[config.mk]
export PLATFORM = sky130hd
export DESIGN_NAME = uart_rx_fifo
export DESIGN_NICKNAME = d
export VERILOG_FILES = /design/src/rtl/uart_rx_fifo.sv
export SDC_FILE = /design/constraint.sdc
export NUM_CORES = 1
export LEC_CHECK = 0
export BUFFER_PORTS_ARGS = -buffer_cell sky130_fd_sc_hd__buf_2
export CAP_MARGIN = 15
export CORE_AREA = 2 2 66 68
export DETAILED_ROUTE_END_ITERATION = 8
export DIE_AREA = 0 0 68 70
export PLACE_DENSITY_LB_ADDON = 0.2
export SETUP_SLACK_MARGIN = 0.15
export SLEW_MARGIN = 5
export SYNTH_ARGS = -nofsm -noshare
export SYNTH_HDL_FRONTEND = slang
export SYNTH_SLANG_ARGS = --single-unit
export TNS_END_PERCENT = 10
[constraint.sdc]
create_clock -name i_clk -period 2.6 [get_ports i_clk]
set_clock_uncertainty 0.2 [all_clocks]
set_input_delay 0.26 -clock i_clk [delete_from_list [all_inputs] [get_ports i_clk]]
set_output_delay 0.26 -clock i_clk [all_outputs]
set_load 0.01 [all_outputs]
[src/rtl/uart_rx_fifo.sv]
// UART receiver (start/data/optional parity/stop) feeding a first-word-fall-through receive buffer.
// Build option: define UART_RX_FIFO_EN for a FIFO_DEPTH-entry FIFO, otherwise a single holding register.
module uart_rx_fifo #(
    parameter int CLK_FREQ   = 16312000,
    parameter int BAUD       = 115200,
    parameter int DATA_BITS  = 8,
    parameter int PARITY     = 0,
    parameter int FIFO_DEPTH = 16
) (
    input  logic                          i_clk,
    input  logic                          i_rst,
    input  logic                          i_in,
    output logic [DATA_BITS-1:0]          o_data,
    output logic                          o_valid,
    input  logic                          i_ready,
    output logic [$clog2(FIFO_DEPTH):0]   o_level,
    output logic                          o_frame_err,
    output logic                          o_parity_err,
    output logic                          o_overrun
);

    localparam int DIV = CLK_FREQ / BAUD;
    localparam int CW  = $clog2(DIV);
    localparam int BW  = $clog2(DATA_BITS);
    localparam int LW  = $clog2(FIFO_DEPTH) + 1;

    localparam logic [CW-1:0] CNT_HALF = CW'(DIV / 2 - 1);
    localparam logic [CW-1:0] CNT_FULL = CW'(DIV - 1);
    localparam logic [BW-1:0] BIT_LAST = BW'(DATA_BITS - 1);

    typedef enum logic [2:0] {
        IDLE  = 3'd0,
        START = 3'd1,
        DATA  = 3'd2,
        PAR   = 3'd3,
        STOP  = 3'd4,
        BREAK = 3'd5
    } state_t;

    state_t                 state_q;
    logic                   sync1_q;
    logic                   sync2_q;
    logic [CW-1:0]          cnt_q;
    logic [BW-1:0]          bit_q;
    logic [DATA_BITS-1:0]   shift_q;
    logic                   par_err_q;
    logic                   frame_err_q;
    logic                   parity_err_q;
    logic                   overrun_q;
    logic                   push_s;
    logic                   pop_s;
    logic                   accept_s;

    // Two-flop synchroniser for the asynchronous serial line
    always_ff @(posedge i_clk or posedge i_rst) begin
        if (i_rst) begin
            sync1_q <= 1'b1;
            sync2_q <= 1'b1;
        end else begin
            sync1_q <= i_in;
            sync2_q <= sync1_q;
        end
    end

    // Frame receiver state machine with registered error pulses
    always_ff @(posedge i_clk or posedge i_rst) begin
        if (i_rst) begin
            state_q      <= IDLE;
            cnt_q        <= '0;
            bit_q        <= '0;
            shift_q      <= '0;
            par_err_q    <= 1'b0;
            frame_err_q  <= 1'b0;
            parity_err_q <= 1'b0;
        end else begin
            frame_err_q  <= 1'b0;
            parity_err_q <= 1'b0;
            case (state_q)
                IDLE: begin
                    if (!sync2_q) begin
                        state_q <= START;
                        cnt_q   <= CNT_HALF;
                    end
                end
                START: begin
                    if (cnt_q == '0) begin
                        if (!sync2_q) begin
                            state_q   <= DATA;
                            cnt_q     <= CNT_FULL;
                            bit_q     <= '0;
                            par_err_q <= 1'b0;
                        end else begin
                            state_q <= IDLE;
                        end
                    end else begin
                        cnt_q <= cnt_q - 1'b1;
                    end
                end
                DATA: begin
                    if (cnt_q == '0) begin
                        shift_q <= {sync2_q, shift_q[DATA_BITS-1:1]};
                        cnt_q   <= CNT_FULL;
                        if (bit_q == BIT_LAST) begin
                            state_q <= (PARITY != 32'sd0) ? PAR : STOP;
                        end else begin
                            bit_q <= bit_q + 1'b1;
                        end
                    end else begin
                        cnt_q <= cnt_q - 1'b1;
                    end
                end
                PAR: begin
                    if (cnt_q == '0) begin
                        // odd parity expects the XOR over data and parity to be 1, even expects 0
                        par_err_q <= (PARITY == 32'sd1) ? ~(^shift_q ^ sync2_q) : (^shift_q ^ sync2_q);
                        cnt_q     <= CNT_FULL;
                        state_q   <= STOP;
                    end else begin
                        cnt_q <= cnt_q - 1'b1;
                    end
                end
                STOP: begin
                    if (cnt_q == '0) begin
                        if (sync2_q) begin
                            parity_err_q <= par_err_q;
                            state_q      <= IDLE;
                        end else begin
                            frame_err_q <= 1'b1;
                            state_q     <= BREAK;
                        end
                    end else begin
                        cnt_q <= cnt_q - 1'b1;
                    end
                end
                BREAK: begin
                    if (sync2_q) begin
                        state_q <= IDLE;
                    end
                end
                default: begin
                    state_q <= IDLE;
                end
            endcase
        end
    end

    assign push_s = (state_q == STOP) && (cnt_q == '0) && sync2_q && !par_err_q;

`ifdef UART_RX_FIFO_EN
    localparam int AW = $clog2(FIFO_DEPTH);

    logic [DATA_BITS-1:0] mem_q [FIFO_DEPTH];
    logic [AW-1:0]        wr_q;
    logic [AW-1:0]        rd_q;
    logic [LW-1:0]        level_q;
    logic [LW-1:0]        level_d;
    logic                 full_s;

    assign full_s   = (level_q == LW'(FIFO_DEPTH));
    assign pop_s    = (level_q != '0) && i_ready;
    assign accept_s = push_s && (!full_s || pop_s);

    // Occupancy next-state
    always_comb begin
        level_d = level_q;
        case ({accept_s, pop_s})
            2'b10:   level_d = level_q + 1'b1;
            2'b01:   level_d = level_q - 1'b1;
            default: level_d = level_q;
        endcase
    end

    // FIFO storage, wrapping pointers and overrun pulse
    always_ff @(posedge i_clk or posedge i_rst) begin
        if (i_rst) begin
            wr_q      <= '0;
            rd_q      <= '0;
            level_q   <= '0;
            overrun_q <= 1'b0;
            for (int i = 0; i < FIFO_DEPTH; i++) begin
                mem_q[i] <= '0;
            end
        end else begin
            overrun_q <= push_s && full_s && !pop_s;
            level_q   <= level_d;
            if (accept_s) begin
                mem_q[wr_q] <= shift_q;
                wr_q        <= wr_q + 1'b1;
            end
            if (pop_s) begin
                rd_q <= rd_q + 1'b1;
            end
        end
    end

    assign o_data  = mem_q[rd_q];
    assign o_valid = (level_q != '0);
    assign o_level = level_q;
`else
    logic [DATA_BITS-1:0] hold_q;
    logic                 full_q;

    assign pop_s    = full_q && i_ready;
    assign accept_s = push_s && (!full_q || pop_s);

    // Single-entry holding register and overrun pulse
    always_ff @(posedge i_clk or posedge i_rst) begin
        if (i_rst) begin
            hold_q    <= '0;
            full_q    <= 1'b0;
            overrun_q <= 1'b0;
        end else begin
            overrun_q <= push_s && full_q && !pop_s;
            if (accept_s) begin
                hold_q <= shift_q;
                full_q <= 1'b1;
            end else if (pop_s) begin
                full_q <= 1'b0;
            end else begin
                full_q <= full_q;
            end
        end
    end

    assign o_data  = hold_q;
    assign o_valid = full_q;
    assign o_level = LW'(full_q);
`endif

    assign o_frame_err  = frame_err_q;
    assign o_parity_err = parity_err_q;
    assign o_overrun    = overrun_q;

endmodule

Word-level counts from Yosys, hierarchy flattened
Index checks and enable logic that the tools add are counted.
{ "totals": {"ff_bits": 37, "in_bits": 4, "output_inout_bits": 17, "wordCells": 88} }
{ "op_classes": {"add_sub_neg": 2, "n_eq_ne": 17, "mux": 32, "bitwise": 1, "n_reduce_logical": 24} }
{ "op_table": {"columns": ["cell", "n"], "rows": [
  ["8-bit two-way mux", 5],
  ["3-bit two-way mux", 12],
  ["8-bit one-hot mux with 4 select lines", 1],
  ["2-bit != test (second input constant)", 10],
  ["3-bit one-hot mux with 6 select lines", 1],
  ["1-bit two-way mux", 10],
  ["3-bit == test (second input constant)", 3],
  ["8-bit zero test", 1],
  ["8-bit parity", 1],
  ["8-bit by 1-bit subtractor with 8-bit output (second input constant)", 1],
  ["1-bit logical AND", 7],
  ["7-bit AND reduction", 1],
  ["3-bit by 2-bit == test with 1-bit output (second input constant)", 2],
  ["3-bit one-hot mux with 2 select lines", 1],
  ["2-bit nonzero test", 3],
  ["5-bit AND reduction", 1],
  ["4-bit AND reduction", 1],
  ["4-bit nonzero test", 1],
  ["3-bit by 1-bit adder with 3-bit output (second input constant)", 1],
  ["3-bit by 1-bit == test with 1-bit output (second input constant)", 1],
  ["1-bit zero test", 3],
  ["3-bit zero test", 1],
  ["3-bit != test (second input constant)", 1],
  ["3-bit AND reduction", 1],
  ["6 further kinds", 6]
]} }

Longest topological paths before layout
{ "depth": {"word_depth": 6, "ltp_mapped": 7, "depth_no_buf": 6} }

Least setup slack after synthesis
No wires, ideal clock.
{ "synth_timing": {"path_kind": "register -> register", "start": "register cnt_q[0]", "end": "register hold_q[0], in the netlist o_data[0]", "setup_time_ns": 0.125, "t_arrival_ns": 1.955, "path_slack_ns": 0.321, "path_stages_with_launch": 7, "path_buffers": 0, "period_less_slack_ns": 2.279, "cell_sequence": "dfrtp_1 > inv_1 > ha_1 > nor3b_1 > nand3_2 > nor3b_4 > mux2_2"} }
{ "synth_via": {"elab_chain_cells": 5} }
{ "synth_rtl": {"columns": ["item", "line_no", "text"], "rows": [
  ["start, declared", "43", "logic [CW-1:0] cnt_q;"],
  ["start signal, assigned", "96", "cnt_q <= cnt_q - 1'b1;"],
  ["start signal, assigned", "109", "cnt_q <= cnt_q - 1'b1;"],
  ["start signal, assigned", "119", "cnt_q <= cnt_q - 1'b1;"],
  ["8-bit zero test", "147", "assign push_s = (state_q == STOP) && (cnt_q == '0) && sync2_q && !par_err_q;"],
  ["1-bit logical AND (3 in a row)", "147", null],
  ["1-bit logical AND", "204", "assign accept_s = push_s && (!full_q || pop_s);"],
  ["end signal, assigned", "215", "hold_q <= shift_q;"],
  ["end, declared", "200", "logic [DATA_BITS-1:0] hold_q;"]
]} }
No other way between the ends.
A chain may end at the register's enable or synchronous reset.

Worst setup path in the final report
{ "layout_timing": {"start": "register state_q[0]", "end": "register cnt_q[5]"} }
{ "layout_via": {"elab_chain_cells": 4, "elab_cells_between_ends": 12} }
{ "layout_rtl": {"columns": ["item", "line_no", "text"], "rows": [
  ["start, declared", "40", "state_t state_q;"],
  ["start signal, assigned", "104", "state_q <= (PARITY != 32'sd0) ? PAR : STOP;"],
  ["3-bit by 2-bit == test with 1-bit output", "78", "case (state_q)"],
  ["2-bit OR reduction (no source line)", null, null],
  ["4-bit nonzero test (no source line)", null, null],
  ["4-bit AND reduction (no source line)", null, null]
]} }
Several ways; a longest one is shown, not always the timed one.

==> results by group <==
Yosys
  – Warnings from Yosys: 0
  – Number of flops mapped to enable cells by yosys: 0
  – Largest area contributor in the netlist: dfrtp_1
  – Primary FF master, synth: dfrtp_1
  – Seq/Total Area, Yosys: 0.4738
  – Cells after Synth: 176
  – Cell Area, Synth: 1959 sq um
  – Async set or reset register ratio after synthesis: 1.000
  – Synth cell types: 51
  – Syn Area/Cell: 11.13 sq um
  – Number of synthesized register bits: 37
  – Synth top area cells: dfrtp_1 45%, mux2_2 9.2%, xnor2_1 3.1%, dfstp_2 2.7%, o21ai_0 2.6%
  – Synth top area share: 0.4470

Timing
  – Fin. Hold Viols: 0
  – Worst-margin pin slew: 0.5715 ns
  – Slew margin rel.: 0.6091
  – Clock period minus final worst setup slack: 2.275 ns
  – Period utilization: 0.8751
  – Max Fclk: 0.4395 GHz
  – Final setup viols: 0
  – RSZ-0062 raised after global routing: false
  – Final TNS setup: 0 ns
  – Slew Limit Fails: 0

Clock network
  – Root Buffer Master: clkbuf_8
  – H-Tree Depth: 2
  – Clock Sink Count: 37
  – PostCTS Resize Cnt: 0
  – CTS tree: yes
  – Clock latency on the worst-skew pair: 0.29 ns
  – Clk slew on worst S/H paths: 0.08 ns
  – Num CTS Buffers: 5
  – Buffer levels on the longest clock path: 2

Pwr
  – Pwr per Cell Area: 506.3 nW/um^2
  – Peak supply drop: 286.5 uV
  – Static Leak: 1.018 nW

Worst setup path
  – Crit-path max FO: 15
  – Worst EP arrival: 2.29 ns
  – CP Data Required Time: 2.62 ns
  – Crit start category: flip-flop
  – Worst path cell trace: nor2b_1 > o22ai_4 > a2111oi_0 > mux2i_1
  – Crit path largest cell delay: 0.62 ns
  – CP max-delay cell: dfrtp_1
  – Worst setup EP type: flip-flop
  – CP Class: flip-flop to flip-flop

Die
  – Initial core utilization: 0.4728
  – Core area: 4144 sq um
  – Die W: 68 um
  – Die height: 70 um
  – Cell Rows: 24
  – IO Count: 21
  – Die ar.: 4760 sq um

Finish
  – Final Util: 0.5402
  – Area of the multi-input gates: 937.1 sq um
  – Most frequent cells in the layout: 35 x dfrtp_1, 16 x mux2_2, 16 x buf_2
  – Share of layout cells above drive strength 1: 0.3081
  – Antenna diode count: 0
  – Storage element area: 928.4 sq um
  – Leading cell type in the layout, fill and taps excluded: dfrtp_1
  – Final #Nets: 204
  – Layout area overhead: 14.24%
  – # fillers: 367

GRT
  – Vias in the first global route: 1,401
  – Antenna violations before repair: 0
  – First-pass GRT wire length: 6.534 mm
  – Total global-route track usage: 0.1795
  – Largest net degree at the start of global routing: 38
  – GR Overflow Total: 0

Place
  – Port bufs: 16
  – Routability cong.: 0.8340
  – HPWL Detailed: 2.778 mm

Drt
  – Initial drt markers: 107
  – DRT Pass-1 Iters: 4
  – Routed length per instance: 15.33 um
  – Final wirelength: 3.832 mm
  – Vias per inst: 5.448
  – Remaining DRCs: 0
  – Via Count: 1,362
  – ANT nets after route: 0

Job
  – Maxcap violations: 0

Min path
  – Worst Hold Class: input pin to flip-flop

Run status
  – Status: finished, final reports clean
## state kept, by name, indices dropped and copies added (netlist names)
signal and flops:
state_q 3, bit_q 3, cnt_q 8, o_overrun 1
o_data 8, sync2_q 1, sync1_q 1, o_valid 1
shift_q 8, o_frame_err 1, par_err_q 1, o_parity_err 1
## cells in the mapped netlist (all sizes together) (4+ instances only)
library cell  instances
nor4                  5
o21ai                10
mux2i                 4
xnor2                 7
inv                  10
dfrtp                35
mux2                 17
nor3                  6
nand3                 4
buf                   8
a21oi                 6
clkbuf                4
nor2                  8
nand2                 6
## final cells by class
cell class	instances	area share
Clock buffer	6	0.03689
Clock inverter	2	0.01677
Inverter	10	0.01677
Multi-Input combinational cell	120	0.4187
Sequential cell	37	0.4148
Tap cell	52	0.02907
Timing Repair Buffer	23	0.06708
## routing by layer
layer,share of wire,GRT usage
met1,0.45,0.2335
met2,0.50,0.2913
met3,0.034,0.04348
met4,0.015,0.05556
met5,0,0
## worst max-delay path: cells and delay by family (launching register included)
| family | cells | cell delay (ns) |
|---|---|---|
| and+or+nand+nor | 1 | 0.37 |
| DFF | 1 | 0.62 |
| muxes | 1 | 0.24 |
| AOI/OAI and AO/OA | 2 | 0.78 |
## report_power, final
group	switching [mW]	internal (mW)	leakage, nW
registers	0.00241	0.578	0.490
logic	0.0216	0.0105	0.470
clock network	0.209	0.312	0.0574
total	0.233	0.900	1.02
## worst paths after layout
path | start | endpoint | slack, ns | cells after the start
setup / recovery | state_q[0]$_DFFE_PP0P_ | cnt_q[5]$_DFFE_PP0P_ | 0.32 | 4
hold / removal | i_ready | o_overrun$_DFF_PP0_ | 0.09 | 3
setup reg to reg | state_q[0]$_DFFE_PP0P_ | cnt_q[5]$_DFFE_PP0P_ | 0.32 | 4
hold reg to reg | sync1_q$_DFF_PP1_ | sync2_q$_DFF_PP1_ | 0.16 | 0
max in group asynchronous | i_rst | sync2_q$_DFF_PP1_ | 1.44 | 4
min in group asynchronous | i_rst | o_valid$_DFFE_PP0P_ | 0.42 | 4
## timing repair
item                                    CTS  global route
setup buffers                             0             1
endpoints found under the setup margin    0             8
endpoints found under the hold margin    36             0
hold buffers                              2             0
## metrics by stage
stage                     total power [mW]  area [sq um]  std cells  setup slack [ns]  hold WS (ns)
after floorplan                     0.6187          1971        179            0.3206       0.06448
after global placement              0.6212          2078        239            0.3591        0.1461
after detailed placement            0.6223          2078        239            0.2857        0.1468
after CTS                            1.149          2218        249            0.2657       0.07987
after global routing                 1.185          2238        250            0.1822       0.09720
final                                1.133          2238        250            0.3247       0.08682
## cells by family (layout without fill, tap and decap cells)
group	after synthesis	count (layout)	synth area share
compound gates	37	37	0.1341
fa+ha+maj	3	3	0.01916
flops	37	37	0.4738
xor+xnor	8	8	0.04278
simple gates	47	47	0.1565
other cells	1	4	0.001914
buf+inv	22	41	0.05364
mux	21	21	0.1181
Power figures use the tool's default switching activity.
